**config.mk**
```make
export PLATFORM = sky130hd
export DESIGN_NAME = fetch_pipelined
export DESIGN_NICKNAME = d
export VERILOG_FILES = /design/src/rtl/fetch_pipelined.sv
export SDC_FILE = /design/constraint.sdc
export NUM_CORES = 1
export LEC_CHECK = 0
export BUFFER_PORTS_ARGS = -buffer_cell sky130_fd_sc_hd__clkbuf_2
export CORE_MARGIN = 1.5
export CORE_UTILIZATION = 45
export DETAILED_ROUTE_END_ITERATION = 10
export HOLD_SLACK_MARGIN = 0.1
export PLACE_DENSITY = 0.69
export SETUP_SLACK_MARGIN = 0.1
export SKIP_CTS_REPAIR_TIMING = 1
export SLEW_MARGIN = 10
export SYNTH_ARGS = -nofsm -noshare
export SYNTH_HDL_FRONTEND = slang
export SYNTH_SLANG_ARGS = --single-unit
```
**constraint.sdc**
```tcl
create_clock -name clk -period 3.5 [get_ports clk]
set_input_delay 0.35 -clock clk [delete_from_list [all_inputs] [get_ports clk]]
set_output_delay 0.35 -clock clk [all_outputs]
set_load 0.1 [all_outputs]
```
**src/rtl/fetch_pipelined.sv**
```systemverilog
// Pipelined instruction fetch stage: credit-based request issue, in-order PC tracking,
// an instruction buffer toward the decoder, and redirect handling that discards stale responses.
module fetch_pipelined #(
    parameter int              XLEN            = 32,
    parameter logic [XLEN-1:0] BOOT_ADDR       = '0,
    parameter int              MAX_OUTSTANDING = 2,
    parameter int              IBUF_DEPTH      = 4
) (
    input  logic               clk,
    input  logic               rstn,
    input  logic               fetch_addr_ready,
    output logic               fetch_addr_valid,
    output logic [XLEN-1:0]    fetch_addr,
    input  logic               fetch_data_valid,
    input  logic [31:0]        fetch_data,
    output logic               fetch_data_ready,
    input  logic               redirect_valid,
    input  logic [XLEN-1:0]    redirect_pc,
    output logic [XLEN+31:0]   fetch_o,
    output logic               fetch_o_valid,
    input  logic               fetch_o_ready
);

    localparam int KW = $clog2(MAX_OUTSTANDING + 1);
    localparam int CW = $clog2(IBUF_DEPTH + 1);
    localparam int PW = (MAX_OUTSTANDING > 1) ? $clog2(MAX_OUTSTANDING) : 1;
    localparam int BW = (IBUF_DEPTH > 1) ? $clog2(IBUF_DEPTH) : 1;

    logic [XLEN-1:0]  pc_q;
    logic [XLEN-1:0]  pcf_mem [MAX_OUTSTANDING];
    logic [PW-1:0]    pcf_rd;
    logic [PW-1:0]    pcf_wr;
    logic [KW-1:0]    inflight;
    logic [KW-1:0]    kill_cnt;

    logic [XLEN+31:0] ibuf_mem [IBUF_DEPTH];
    logic [BW-1:0]    ibuf_rd;
    logic [BW-1:0]    ibuf_wr;
    logic [CW-1:0]    ibuf_cnt;

    logic issue;
    logic resp;
    logic ibuf_push;
    logic ibuf_pop;

    function automatic logic [PW-1:0] pcf_next(input logic [PW-1:0] p);
        return (p == PW'(MAX_OUTSTANDING - 1)) ? '0 : p + 1'b1;
    endfunction

    function automatic logic [BW-1:0] ibuf_next(input logic [BW-1:0] p);
        return (p == BW'(IBUF_DEPTH - 1)) ? '0 : p + 1'b1;
    endfunction

    // Counting in-flight requests against buffer space means every response has a slot waiting.
    always_comb begin
        fetch_addr_valid = rstn && !redirect_valid
                           && (int'(inflight) < MAX_OUTSTANDING)
                           && (int'(inflight) + int'(ibuf_cnt) < IBUF_DEPTH);
        fetch_addr       = pc_q;
        fetch_data_ready = 1'b1;
        issue            = fetch_addr_valid && fetch_addr_ready;
        resp             = fetch_data_valid && (inflight != '0);
        ibuf_push        = resp && (kill_cnt == '0) && !redirect_valid;
        fetch_o_valid    = (ibuf_cnt != '0) && !redirect_valid;
        fetch_o          = (ibuf_cnt != '0) ? ibuf_mem[ibuf_rd] : '0;
        ibuf_pop         = fetch_o_valid && fetch_o_ready;
    end

    always_ff @(posedge clk or negedge rstn) begin
        if (!rstn) begin
            pc_q     <= BOOT_ADDR;
            pcf_rd   <= '0;
            pcf_wr   <= '0;
            inflight <= '0;
            kill_cnt <= '0;
        end else begin
            if (redirect_valid) begin
                pc_q <= redirect_pc & ~XLEN'(3);
            end else if (issue) begin
                pc_q <= pc_q + XLEN'(4);
            end
            if (issue) begin
                pcf_wr <= pcf_next(pcf_wr);
            end
            if (resp) begin
                pcf_rd <= pcf_next(pcf_rd);
            end
            inflight <= inflight + KW'(issue) - KW'(resp);
            // Everything still outstanding after this edge belongs to the old path.
            if (redirect_valid) begin
                kill_cnt <= inflight - KW'(resp);
            end else if (resp && (kill_cnt != '0)) begin
                kill_cnt <= kill_cnt - 1'b1;
            end
        end
    end

    always_ff @(posedge clk) begin
        if (issue) begin
            pcf_mem[pcf_wr] <= pc_q;
        end
        if (ibuf_push) begin
            ibuf_mem[ibuf_wr] <= {pcf_mem[pcf_rd], fetch_data};
        end
    end

    always_ff @(posedge clk or negedge rstn) begin
        if (!rstn) begin
            ibuf_rd  <= '0;
            ibuf_wr  <= '0;
            ibuf_cnt <= '0;
        end else if (redirect_valid) begin
            ibuf_rd  <= '0;
            ibuf_wr  <= '0;
            ibuf_cnt <= '0;
        end else begin
            if (ibuf_push) begin
                ibuf_wr <= ibuf_next(ibuf_wr);
            end
            if (ibuf_pop) begin
                ibuf_rd <= ibuf_next(ibuf_rd);
            end
            ibuf_cnt <= ibuf_cnt + CW'(ibuf_push) - CW'(ibuf_pop);
        end
    end

    resp_without_request: assert property (
        @(posedge clk) disable iff (!rstn) !(fetch_data_valid && (inflight == '0))
    );

endmodule

```
==> results.tsv <==
metric	value	unit
status	complete, but fails checks	
violations	DRC	
place_ws	0.918	ns
crit_fanout	23	
dpl-instance-area	15500	um2
die_w	180	um
placed_cells	1328	
fin_setup_tns	0	ns
endpoint_kind	output pin	
grt_pass1_vias	7873	
crit_path_start_kind	register	
synthArstFlopShare	0.123	
routedWlPerCell	20.3	um
fin_crit	3.01	ns
synth_cells	789	
relSlewSlack	0.498	
finalCritPeriodShare	0.859	
finalSetupViolCount	0	
clock-sinks	351	
synth_flop_cell	edfxtp_1	
wirelength	29300	um
synth.distinct_cells	52	
clockRootBuffer	clkbuf_16	
grt_max_degree	46	
cp.arrival	2.66	ns
syn2layout_area_growth	21.3	%
place.port_buffers	161	
gp_congestion	0.867	
worst_slew_pin_slew	0.754	ns
synthesis.area	14200	um2
final_nets	1104	
hold_violations	0	
grt_pass1_wl	45200	um
power_frac_comb	0.358	
hpwlAfterDp	17800	um
yosys_warnings	0	
clock_latency	0.51	ns
crit_type	reg -> out	
fillerInstances	2383	
hp-class	in -> reg	
drive_gt1_frac	0.324	
leakage	6.07	nW
vias	7972	
synth-seq-area-share	0.729	
first_pass_iters	7	
pin_count	169	
clock_skew	0.0159	ns
drtIter0Drc	585	
power_density	807	nW/um2
cts_buffers	37	
clkTransAtPathRegs	0.06	ns
synth-edff-count	308	
start_util	0.461	
die-area	32500	um2
gr-total-overflow	0	
cts.path.max_buffers	3	
grt_antenna_before_repair	0	
worstPathRequired	3.15	ns
tritoncts	done	
row_count	64	
via_per_inst	5.53	
layout.cells.non_filler	1441	
die_h	180	um
synth_seq_cells	351	
h-tree-depth	2	
fin_area	17200	um2
seqPwrFrac	0.375	
grt_util_all_layers	0.179	
fmax	333	MHz
avgSynthCellArea	18.0	um2
p_switching	0.00560	W
fin_util	0.559	
finalWorstSetupSlack	0.495	ns
intPower	0.00828	W
p_clk_frac	0.266	
cap_viol_max_count	0	
antenna_left	0	
rsz0062_at_grt	no	
route.detailed.drc	14	
ir_worst_vdd	0.395	mV
core	30700	um2
p_sw_frac	0.404	
antennaDiodeCount	0	
final_max_slew_viol_count	0	
==> final timing paths <==
kind,from,to,slack [ns],cells past startpoint
max in group asynchronous,rstn,ibuf_rd[0],2.34,3
worst min-delay path,redirect_pc[24],fetch_addr[24],0.08,3
worst min register to register,pcf_wr,pcf_wr,0.50,1
min in group asynchronous,rstn,fetch_addr[28],0.35,2
worst max register to register,inflight[1],pcf_mem[1][3],0.92,6
worst max-delay path,ibuf_rd[0],fetch_o[7],0.49,4
==> per-layer routing <==
layer | vias to the layer above | track usage | routed length (um)
met4 | 0 | 0.0427 | 378
met5 | - | 0 | 0
li1 | 3553 | - | -
met2 | 299 | 0.290 | 14100
met1 | 4085 | 0.254 | 12700
met3 | 35 | 0.0338 | 2080
==> synthesized netlist by cell type, types with 2 or more instances <==
cell type,n,area (um2)
edfxtp_1,308,9250
and3_1,5,31.3
mux2_2,30,338
nor2_2,2,12.5
o21ai_0,18,90.1
buf_4,6,45.0
nor3_1,9,45.0
and2_1,7,43.8
o31a_1,2,17.5
mux4_2,62,1400
buf_2,10,50.1
nand3_1,19,95.1
xnor2_1,7,61.3
nand4_1,14,87.6
nand2_1,36,135
clkbuf_1,19,71.3
mux2i_1,6,60.1
nor2b_1,67,419
inv_1,16,60.1
a31oi_1,4,25.0
nor4_1,3,18.8
o211ai_1,6,45.0
conb_1,2,7.51
nor2_1,15,56.3
a21oi_1,12,60.1
a21o_1,4,30.0
nand3b_1,3,22.5
buf_1,5,18.8
o311ai_0,5,43.8
ha_1,13,163
nand2b_1,3,18.8
nor4_2,3,37.5
dfrtp_1,43,1080
a221o_1,7,70.1
==> area by class of cell <==
| cell class | instances | area (um2) | area share |
|---|---|---|---|
| clock buffer | 54 | 1070 | 0.0624 |
| clock inverter | 10 | 75.1 | 0.00437 |
| inverter | 17 | 66.3 | 0.00386 |
| multi-input combinational | 382 | 3600 | 0.210 |
| sequential | 351 | 10300 | 0.601 |
| tap | 396 | 495 | 0.0288 |
| timing repair buffer | 231 | 1540 | 0.0897 |
==> critical path, cell delays in order, from the launching register on <==
cell and delay [ns]:
dfrtp_4 0.75, buf_4 0.33, mux4_2 0.51, nor2b_1 0.16, clkbuf_2 0.38
==> power groups by stage <==
stage / sequential [W] / combinational [W] / clock, W
floorplan: 0.00547 / 0.00384 / 0
global placement: 0.00529 / 0.00493 / 0
detailed placement: 0.00530 / 0.00497 / 0
CTS: 0.00521 / 0.00498 / 0.00377
global route: 0.00524 / 0.00520 / 0.00395
finish: 0.00521 / 0.00497 / 0.00370
==> cell usage in the layout, fill, tap and decap left out, types with 4 or more instances in the layout <==
master / n
dfrtp_1: 41
a31oi_1: 4
buf_4: 14
a221o_1: 7
edfxtp_1: 308
nor2b_1: 67
mux4_2: 62
mux2i_1: 6
and3_1: 5
xnor2_1: 7
o21ai_0: 18
clkinv_1: 5
nand4_1: 14
dlygate4sd3_1: 49
nor2_1: 13
clkbuf_1: 11
a21oi_1: 12
nor2_2: 4
nand3_1: 19
a21o_1: 4
inv_1: 16
nand2_1: 36
buf_12: 7
clkbuf_2: 161
clkbuf_8: 4
o311ai_0: 5
and2_4: 4
clkbuf_16: 39
mux2_2: 30
conb_1: 5
ha_1: 13
nor3_1: 8
o211ai_1: 6
==> sequential cells by signal (all words and copies together), names as in the netlist <==
| register | count |
|---|---|
| kill_cnt | 2 |
| ibuf_mem | 248 |
| inflight | 2 |
| pcf_rd | 1 |
| fetch_addr | 30 |
| pcf_wr | 1 |
| ibuf_wr | 2 |
| ibuf_cnt | 3 |
| ibuf_rd | 2 |
| pcf_mem | 60 |
==> metrics by stage <==
step | hold WS, ns | total power (W)
4_1_cts | -0.190 | 0.0140
3_3_place_gp | 0.361 | 0.0102
2_1_floorplan | 0.0544 | 0.00930
3_5_place_dp | 0.355 | 0.0103
6_report | 0.0798 | 0.0139
5_1_grt | 0.102 | 0.0144
==> kinds of logic (layout without fill, tap and decap cells) <==
kind of cell,count (synthesis),count (layout),synth area share
compound gates,65,65,0.0311
xor+xnor,8,8,0.00495
fa+ha+maj,14,14,0.0129
buf+inv,59,312,0.0189
flops,351,351,0.729
mux,98,98,0.127
other cells,2,5,0.000530
simple gates,192,192,0.0760
Power figures use the tool's default switching activity.
